==> config.mk <==
export PLATFORM = sky130hd
export DESIGN_NAME = gpmc_slave_ctrl
export DESIGN_NICKNAME = d
export VERILOG_FILES = /design/src/rtl/gpmc_slave_ctrl.sv
export SDC_FILE = /design/constraint.sdc
export NUM_CORES = 1
export LEC_CHECK = 0
export ABC_CLOCK_PERIOD_IN_PS = 4700
export CAP_MARGIN = 20
export CORE_ASPECT_RATIO = 0.9
export CORE_MARGIN = 3
export CORE_UTILIZATION = 51
export DETAILED_ROUTE_END_ITERATION = 8
export GPL_TIMING_DRIVEN = 0
export PLACE_DENSITY = 0.64
export SYNTH_ARGS = -nofsm -noshare
export SYNTH_HDL_FRONTEND = slang
export SYNTH_SLANG_ARGS = --single-unit
==> constraint.sdc <==
create_clock -name clk -period 4.7 [get_ports clk]
set_input_delay 0.47 -clock clk [delete_from_list [all_inputs] [get_ports clk]]
set_output_delay 0.47 -clock clk [all_outputs]
set_load 0.005 [all_outputs]
==> src/rtl/gpmc_slave_ctrl.sv <==
// GPMC muxed-bus slave: synchronizes host strobes, sequences addr/write/read phases,
// and maps accesses onto STATUS/TX_DATA/RX_DATA/SCRATCH/ID plus two FWFT FIFOs.
module gpmc_slave_ctrl #(
  parameter int          FIFO_AW  = 4,
  parameter logic [15:0] ID_VALUE = 16'hB5D0
) (
  input  logic        clk,
  input  logic        rst_n,
  input  logic [15:0] gpmc_ad_in,
  output logic [15:0] gpmc_ad_out,
  output logic        gpmc_ad_oe,
  input  logic        gpmc_ncs,
  input  logic        gpmc_nadv,
  input  logic        gpmc_nwe,
  input  logic        gpmc_noe,
  output logic [15:0] tx_data,
  output logic        tx_valid,
  input  logic        tx_ready,
  input  logic [15:0] rx_data,
  input  logic        rx_valid,
  output logic        rx_ready,
  output logic        tx_data_ok,
  output logic        rx_data_ok
);
  localparam int                 DEPTH    = 1 << FIFO_AW;
  localparam logic [FIFO_AW:0]   CNT_FULL = (FIFO_AW+1)'(DEPTH);
  localparam logic [FIFO_AW:0]   CNT_ONE  = (FIFO_AW+1)'(1);
  localparam logic [FIFO_AW-1:0] PTR_ONE  = FIFO_AW'(1);

  typedef enum logic [2:0] {IDLE, ADDR, CMD, WR, RD, DONE} state_t;

  logic [1:0]  ncs_sync, nadv_sync, nwe_sync, noe_sync;
  logic [15:0] ad_p1, ad_s;
  logic        nadv_d, nwe_d, noe_d;
  logic        ncs_s, nadv_s, nwe_s, noe_s;
  logic        nadv_rise, nwe_rise, noe_rise;

  // AD goes through the same two stages as the strobes so it stays aligned with them
  always_ff @(posedge clk or negedge rst_n) begin
    if (!rst_n) begin
      ncs_sync  <= 2'b11;
      nadv_sync <= 2'b11;
      nwe_sync  <= 2'b11;
      noe_sync  <= 2'b11;
      ad_p1     <= '0;
      ad_s      <= '0;
      nadv_d    <= 1'b1;
      nwe_d     <= 1'b1;
      noe_d     <= 1'b1;
    end else begin
      ncs_sync  <= {ncs_sync[0], gpmc_ncs};
      nadv_sync <= {nadv_sync[0], gpmc_nadv};
      nwe_sync  <= {nwe_sync[0], gpmc_nwe};
      noe_sync  <= {noe_sync[0], gpmc_noe};
      ad_p1     <= gpmc_ad_in;
      ad_s      <= ad_p1;
      nadv_d    <= nadv_sync[1];
      nwe_d     <= nwe_sync[1];
      noe_d     <= noe_sync[1];
    end
  end

  assign ncs_s     = ncs_sync[1];
  assign nadv_s    = nadv_sync[1];
  assign nwe_s     = nwe_sync[1];
  assign noe_s     = noe_sync[1];
  assign nadv_rise = nadv_s & ~nadv_d;
  assign nwe_rise  = nwe_s & ~nwe_d;
  assign noe_rise  = noe_s & ~noe_d;

  state_t state, state_nx;
  logic   addr_latch, rd_start, rd_end, wr_pulse;

  always_ff @(posedge clk or negedge rst_n) begin
    if (!rst_n) state <= IDLE;
    else        state <= state_nx;
  end

  always_comb begin
    state_nx = state;
    if (ncs_s) begin
      state_nx = IDLE;
    end else begin
      case (state)
        IDLE:    if (!nadv_s) state_nx = ADDR;
        ADDR:    if (nadv_rise) state_nx = CMD;
        CMD:     if (!nwe_s) state_nx = WR;
                 else if (!noe_s) state_nx = RD;
        WR:      if (nwe_rise) state_nx = DONE;
        RD:      if (noe_rise) state_nx = DONE;
        DONE:    if (!nadv_s) state_nx = ADDR;
        default: state_nx = IDLE;
      endcase
    end
  end

  always_comb begin
    addr_latch = 1'b0;
    rd_start   = 1'b0;
    rd_end     = 1'b0;
    wr_pulse   = 1'b0;
    if (!ncs_s) begin
      case (state)
        ADDR:    addr_latch = nadv_rise;
        CMD:     rd_start   = nwe_s & ~noe_s;
        WR:      wr_pulse   = nwe_rise;
        RD:      rd_end     = noe_rise;
        default: ;
      endcase
    end
  end

  logic [15:0]        tx_mem [DEPTH];
  logic [15:0]        rx_mem [DEPTH];
  logic [FIFO_AW-1:0] tx_wp, tx_rp, rx_wp, rx_rp;
  logic [FIFO_AW:0]   tx_cnt, rx_cnt, tx_cnt_nx, rx_cnt_nx;
  logic [3:0]         addr;
  logic [15:0]        scratch, status_word, rd_mux;
  logic               tx_overflow, rx_underflow, rd_was_empty;
  logic               tx_full, rx_empty;
  logic               tx_push_req, tx_push, tx_pop, rx_push, rx_pop;

  assign tx_full     = (tx_cnt == CNT_FULL);
  assign rx_empty    = (rx_cnt == '0);
  assign tx_valid    = (tx_cnt != '0);
  assign tx_data     = tx_mem[tx_rp];
  assign tx_pop      = tx_valid & tx_ready;
  assign tx_push_req = wr_pulse && (addr == 4'd1);
  assign tx_push     = tx_push_req && (!tx_full || tx_pop);
  assign rx_push     = rx_valid & rx_ready;
  // Pop only what the host actually saw: emptiness is judged when the read data was frozen
  assign rx_pop      = rd_end && (addr == 4'd2) && !rd_was_empty;

  always_comb begin
    tx_cnt_nx = tx_cnt;
    if (tx_push && !tx_pop)      tx_cnt_nx = tx_cnt + CNT_ONE;
    else if (!tx_push && tx_pop) tx_cnt_nx = tx_cnt - CNT_ONE;
    rx_cnt_nx = rx_cnt;
    if (rx_push && !rx_pop)      rx_cnt_nx = rx_cnt + CNT_ONE;
    else if (!rx_push && rx_pop) rx_cnt_nx = rx_cnt - CNT_ONE;
  end

  assign status_word = {8'(rx_cnt), 4'b0000, rx_underflow, tx_overflow, rx_data_ok, tx_data_ok};

  always_comb begin
    rd_mux = '0;
    case (addr)
      4'd0:    rd_mux = status_word;
      4'd2:    rd_mux = rx_empty ? 16'h0000 : rx_mem[rx_rp];
      4'd3:    rd_mux = scratch;
      4'd4:    rd_mux = ID_VALUE;
      default: rd_mux = '0;
    endcase
  end

  always_ff @(posedge clk or negedge rst_n) begin
    if (!rst_n) begin
      tx_wp        <= '0;
      tx_rp        <= '0;
      rx_wp        <= '0;
      rx_rp        <= '0;
      tx_cnt       <= '0;
      rx_cnt       <= '0;
      tx_data_ok   <= 1'b1;
      rx_data_ok   <= 1'b0;
      rx_ready     <= 1'b1;
      addr         <= '0;
      scratch      <= '0;
      tx_overflow  <= 1'b0;
      rx_underflow <= 1'b0;
      rd_was_empty <= 1'b0;
      gpmc_ad_out  <= '0;
      gpmc_ad_oe   <= 1'b0;
    end else begin
      if (tx_push) tx_wp <= tx_wp + PTR_ONE;
      if (tx_pop)  tx_rp <= tx_rp + PTR_ONE;
      if (rx_push) rx_wp <= rx_wp + PTR_ONE;
      if (rx_pop)  rx_rp <= rx_rp + PTR_ONE;
      tx_cnt     <= tx_cnt_nx;
      rx_cnt     <= rx_cnt_nx;
      tx_data_ok <= (tx_cnt_nx != CNT_FULL);
      rx_data_ok <= (rx_cnt_nx != '0);
      rx_ready   <= (rx_cnt_nx != CNT_FULL);
      if (addr_latch) addr <= ad_s[3:0];
      if (wr_pulse && addr == 4'd3) scratch <= ad_s;
      if (tx_push_req && !tx_push)                   tx_overflow <= 1'b1;
      else if (wr_pulse && addr == 4'd0 && ad_s[2]) tx_overflow <= 1'b0;
      if (rd_end && addr == 4'd2 && rd_was_empty)    rx_underflow <= 1'b1;
      else if (wr_pulse && addr == 4'd0 && ad_s[3]) rx_underflow <= 1'b0;
      if (rd_start) begin
        gpmc_ad_out  <= rd_mux;
        rd_was_empty <= rx_empty;
      end
      gpmc_ad_oe <= (state_nx == RD);
    end
  end

  always_ff @(posedge clk) begin
    if (tx_push) tx_mem[tx_wp] <= ad_s;
    if (rx_push) rx_mem[rx_wp] <= rx_data;
  end

endmodule

==> results by group <==
Synth
  • Mapped Nets: 1230
  • Predominant post-synthesis flop cell: edfxtp_1
  • Post-synth EDFFs: 512
  • Synth top area cells: edfxtp_1, mux4_2, dfrtp_1, dfstp_2, mux2_2
  • Cell Area, Synth: 24140 um2
  • Yosys reg bits: approximately 630
  • Post-synthesis sequential area ratio: 0.7566
  • Mapped Cells: ~1.2k
  • Syn avg cell area: between 20 and 25 um2
  • Share of the synthesized area in the top cell type: 0.6368
  • Post-synth top area cell: edfxtp_1
  • Ys Warns: 0
  • Post-synthesis async set-or-reset flop share: 0.1834
  • Yosys cell types: 57

Global route
  • Aggregate global routing overflow: 0
  • Largest net degree at the start of global routing: 85
  • First-pass GRT wire length: ~80000 um
  • Number of global-route vias before repair: approximately 12k
  • Antenna violations before repair: 0
  • Tot GR Track Use: 0.2202

Job
  • Max-capacitance violation count: 0

Layout
  • Ratio of cells with drive above 1 in the final layout: 0.2657
  • Fin util: 0.6183
  • Area grow syn2layout: 18.09%
  • N_diodes: 0
  • Non-Filler Instances: about 2.0k
  • Nets: 1410

Clock tree
  • # clock sinks: ~630
  • Max Root-Sink Buffers: 3
  • CTS tree: built
  • Post-CTS Resized: 0
  • Clock root buffer: clkbuf_16
  • Clock Pin Slew Worst Setup and Hold Paths: ~0.060 ns
  • Worst-Skew Late Latency: ~0.61 ns
  • CTS Buf Count: 60
  • H-tree levels: 2
  • Hold Buf Count CTS: 1
  • Postcts setup bufs: 0

Floorplan
  • Die width: 235.4 um
  • Cell row count: 74
  • Ports: 77
  • Core Box Area: ~46000 um2
  • DIE AREA: 49990 um2
  • Chip height: between 200 and 250 um
  • Initial Util: 0.5236

Hold path
  • Hold crit path type: primary input to flop
  • Hold path cells: 1

Power and ir drop
  • LEAKAGE: about 9.5 nW
  • Max VDD drop: approximately 0.37 mV
  • Cell Pwr Density: slightly above 500 nW/um2

Timing
  • Fin Setup TNS: 0 ns
  • Maximum clock frequency: between 200 and 250 MHz
  • Slew HR: 0.2783
  • RSZ-0062 raised after global routing: no
  • Min cycle time layout: ~4.2 ns
  • Max-slew violations: 0
  • Setup WS post-layout: 0.5052 ns
  • Period utilisation layout: 0.8925
  • Worst clock skew: ~0.02 ns
  • Final hold slack: between 0.2 and 0.3 ns
  • Setup violators final: 0
  • Worst Tran Pin Value: between 1 and 1.5 ns
  • Final Hold Vio Count: 0

Route
  • DR pass1 iterations: 6
  • Antenna viol nets, final: 0
  • Routed vias/inst: around 6
  • # DRC: 0
  • Number of DRC markers in iteration 0: around 1.2k
  • Final WL: between 50000 and 60000 um
  • Via count: 12.04k
  • Wire per inst: 26.82 um

Outcome
  • Status: complete, no violations

Worst setup path
  • Crit end category: primary output
  • Critical Path Fanout Max: 10
  • Crit-path most repeated cell: mux4_2
  • Crit path max-delay family: buffers and inverters
  • CP max stage cell: buf_1
  • Max stage delay on crit path: between 0.7 and 0.8 ns
  • Critical Path RT: 4.23 ns
  • Worst path cell trace: buf_2, buf_1, mux4_2, mux4_2, clkdlybuf4s50_1
  • Reg2reg setup slack: 0.85 ns
  • Levels on crit path: 5
  • WP buf/inv: 3
  • Reg2reg path depth: 8
  • Worst Setup Start Kind: flop
  • CP arrival: approximately 3.7 ns
  • Crit path kind: flop to primary output

Place
  • Final HPWL DP: ~36000 um
  • PortBufs: 76
  • Placer Congestion: a little over 0.8
  • Worst slack at placement: approximately 0.87 ns
  • Placed Instances: between 1.5k and 2k
==> synthesized netlist by cell type (all sizes together), types with 4 or more instances <==
cell / n
dfstp: 13
ha: 16
mux2: 21
a211oi: 5
a22oi: 9
nor3: 17
mux4: 152
a31oi: 4
a21oi: 29
clkbuf: 37
o21ai: 19
a22o: 7
dfrtp: 102
edfxtp: 512
nand2b: 11
inv: 18
nand4: 4
buf: 22
nand2: 39
nand3: 13
nor2: 42
and2: 5
nor4: 4
mux2i: 8
nor2b: 10
xnor2: 20
==> placed cells by master (no fill, tap or decap), drive strengths merged, types with 19 or more instances in the layout <==
cell type      synthesis  layout
clkdlybuf4s50          0      75
nor2                  42      42
o21ai                 19      19
mux4                 152     152
xnor2                 20      20
clkbuf                37     114
edfxtp               512     512
buf                   22      64
nand2                 39      39
mux2                  21      21
dfrtp                102     102
a21oi                 29      29
clkinv                 0      24
==> metal layers <==
metal | share of wire | track usage | vias up
met5 | 0 | 0 | -
met4 | 0.020 | 0.05138 | 0
met3 | 0.076 | 0.04163 | 80
met2 | 0.45 | 0.3249 | 441
met1 | 0.45 | 0.3476 | 6403
li1 | - | - | 5114
==> worst register-to-register path: stages, from the launching register on <==
cell       delay, ns
dfrtp_1         0.35
buf_2           0.16
nand4bb_1       0.39
nor4_2          0.97
and2_1          0.25
buf_2           0.19
nand2_1         0.20
nor3_2          0.77
buf_6           0.27
==> logic make-up (layout without fill, tap and decap cells) <==
kind of cell / after synthesis / count (layout) / synth area share
compound gates: 91 / 91 / 0.02425
xor+xnor: 23 / 23 / 0.009121
fa+ha+maj: 17 / 17 / 0.008758
buf+inv: 77 / 307 / 0.01285
flops: 627 / 627 / 0.7566
mux: 181 / 181 / 0.1549
simple gates: 158 / 158 / 0.03348
==> per-stage QoR <==
stage                     instance area [um2]  total power [mW]
after floorplan                         24140             8.355
after global placement                  25670             9.430
after detailed placement                26360             9.605
after CTS                               28470             14.68
after global routing                    28510             15.13
final                                   28510             14.58
==> path summary, 6_finish.rpt <==
| kind | from | end |
|---|---|---|
| min | gpmc_noe | noe_sync[0] |
| min reg2reg | ad_p1[11] | ad_s[11] |
| max reg2reg | state[2] | tx_mem[3][1] |
| max | tx_rp[0] | tx_data[13] |
| max in group asynchronous | rst_n | nwe_sync[0] |
| min in group asynchronous | rst_n | ad_s[5] |
==> final cells by class <==
type,count,area (um2)
tap,608,760.7
clock inverter,35,412.9
clock buffer,77,1687
buffer,59,242.7
sequential,627,18270
multi-input combinational,470,5665
inverter,18,67.56
fill,3229,17600
timing repair buffer,118,1406
==> flip-flops by register name (all words and copies together) (netlist names), 3 cells and up <==
register / cells
tx_mem: 256
ad_p1: 16
gpmc_ad_out: 16
rx_wp: 4
tx_cnt: 5
rx_rp: 4
tx_rp: 4
tx_wp: 4
rx_cnt: 5
rx_mem: 256
state: 3
addr: 4
ad_s: 16
scratch: 16
==> where the power goes <==
group          leakage, nW  internal, mW  switching [mW]
Clock                 1.03          3.06            2.03
Sequential            6.03          6.39           0.214
Combinational         2.45          1.43            1.44
Power figures use the tool's default switching activity.
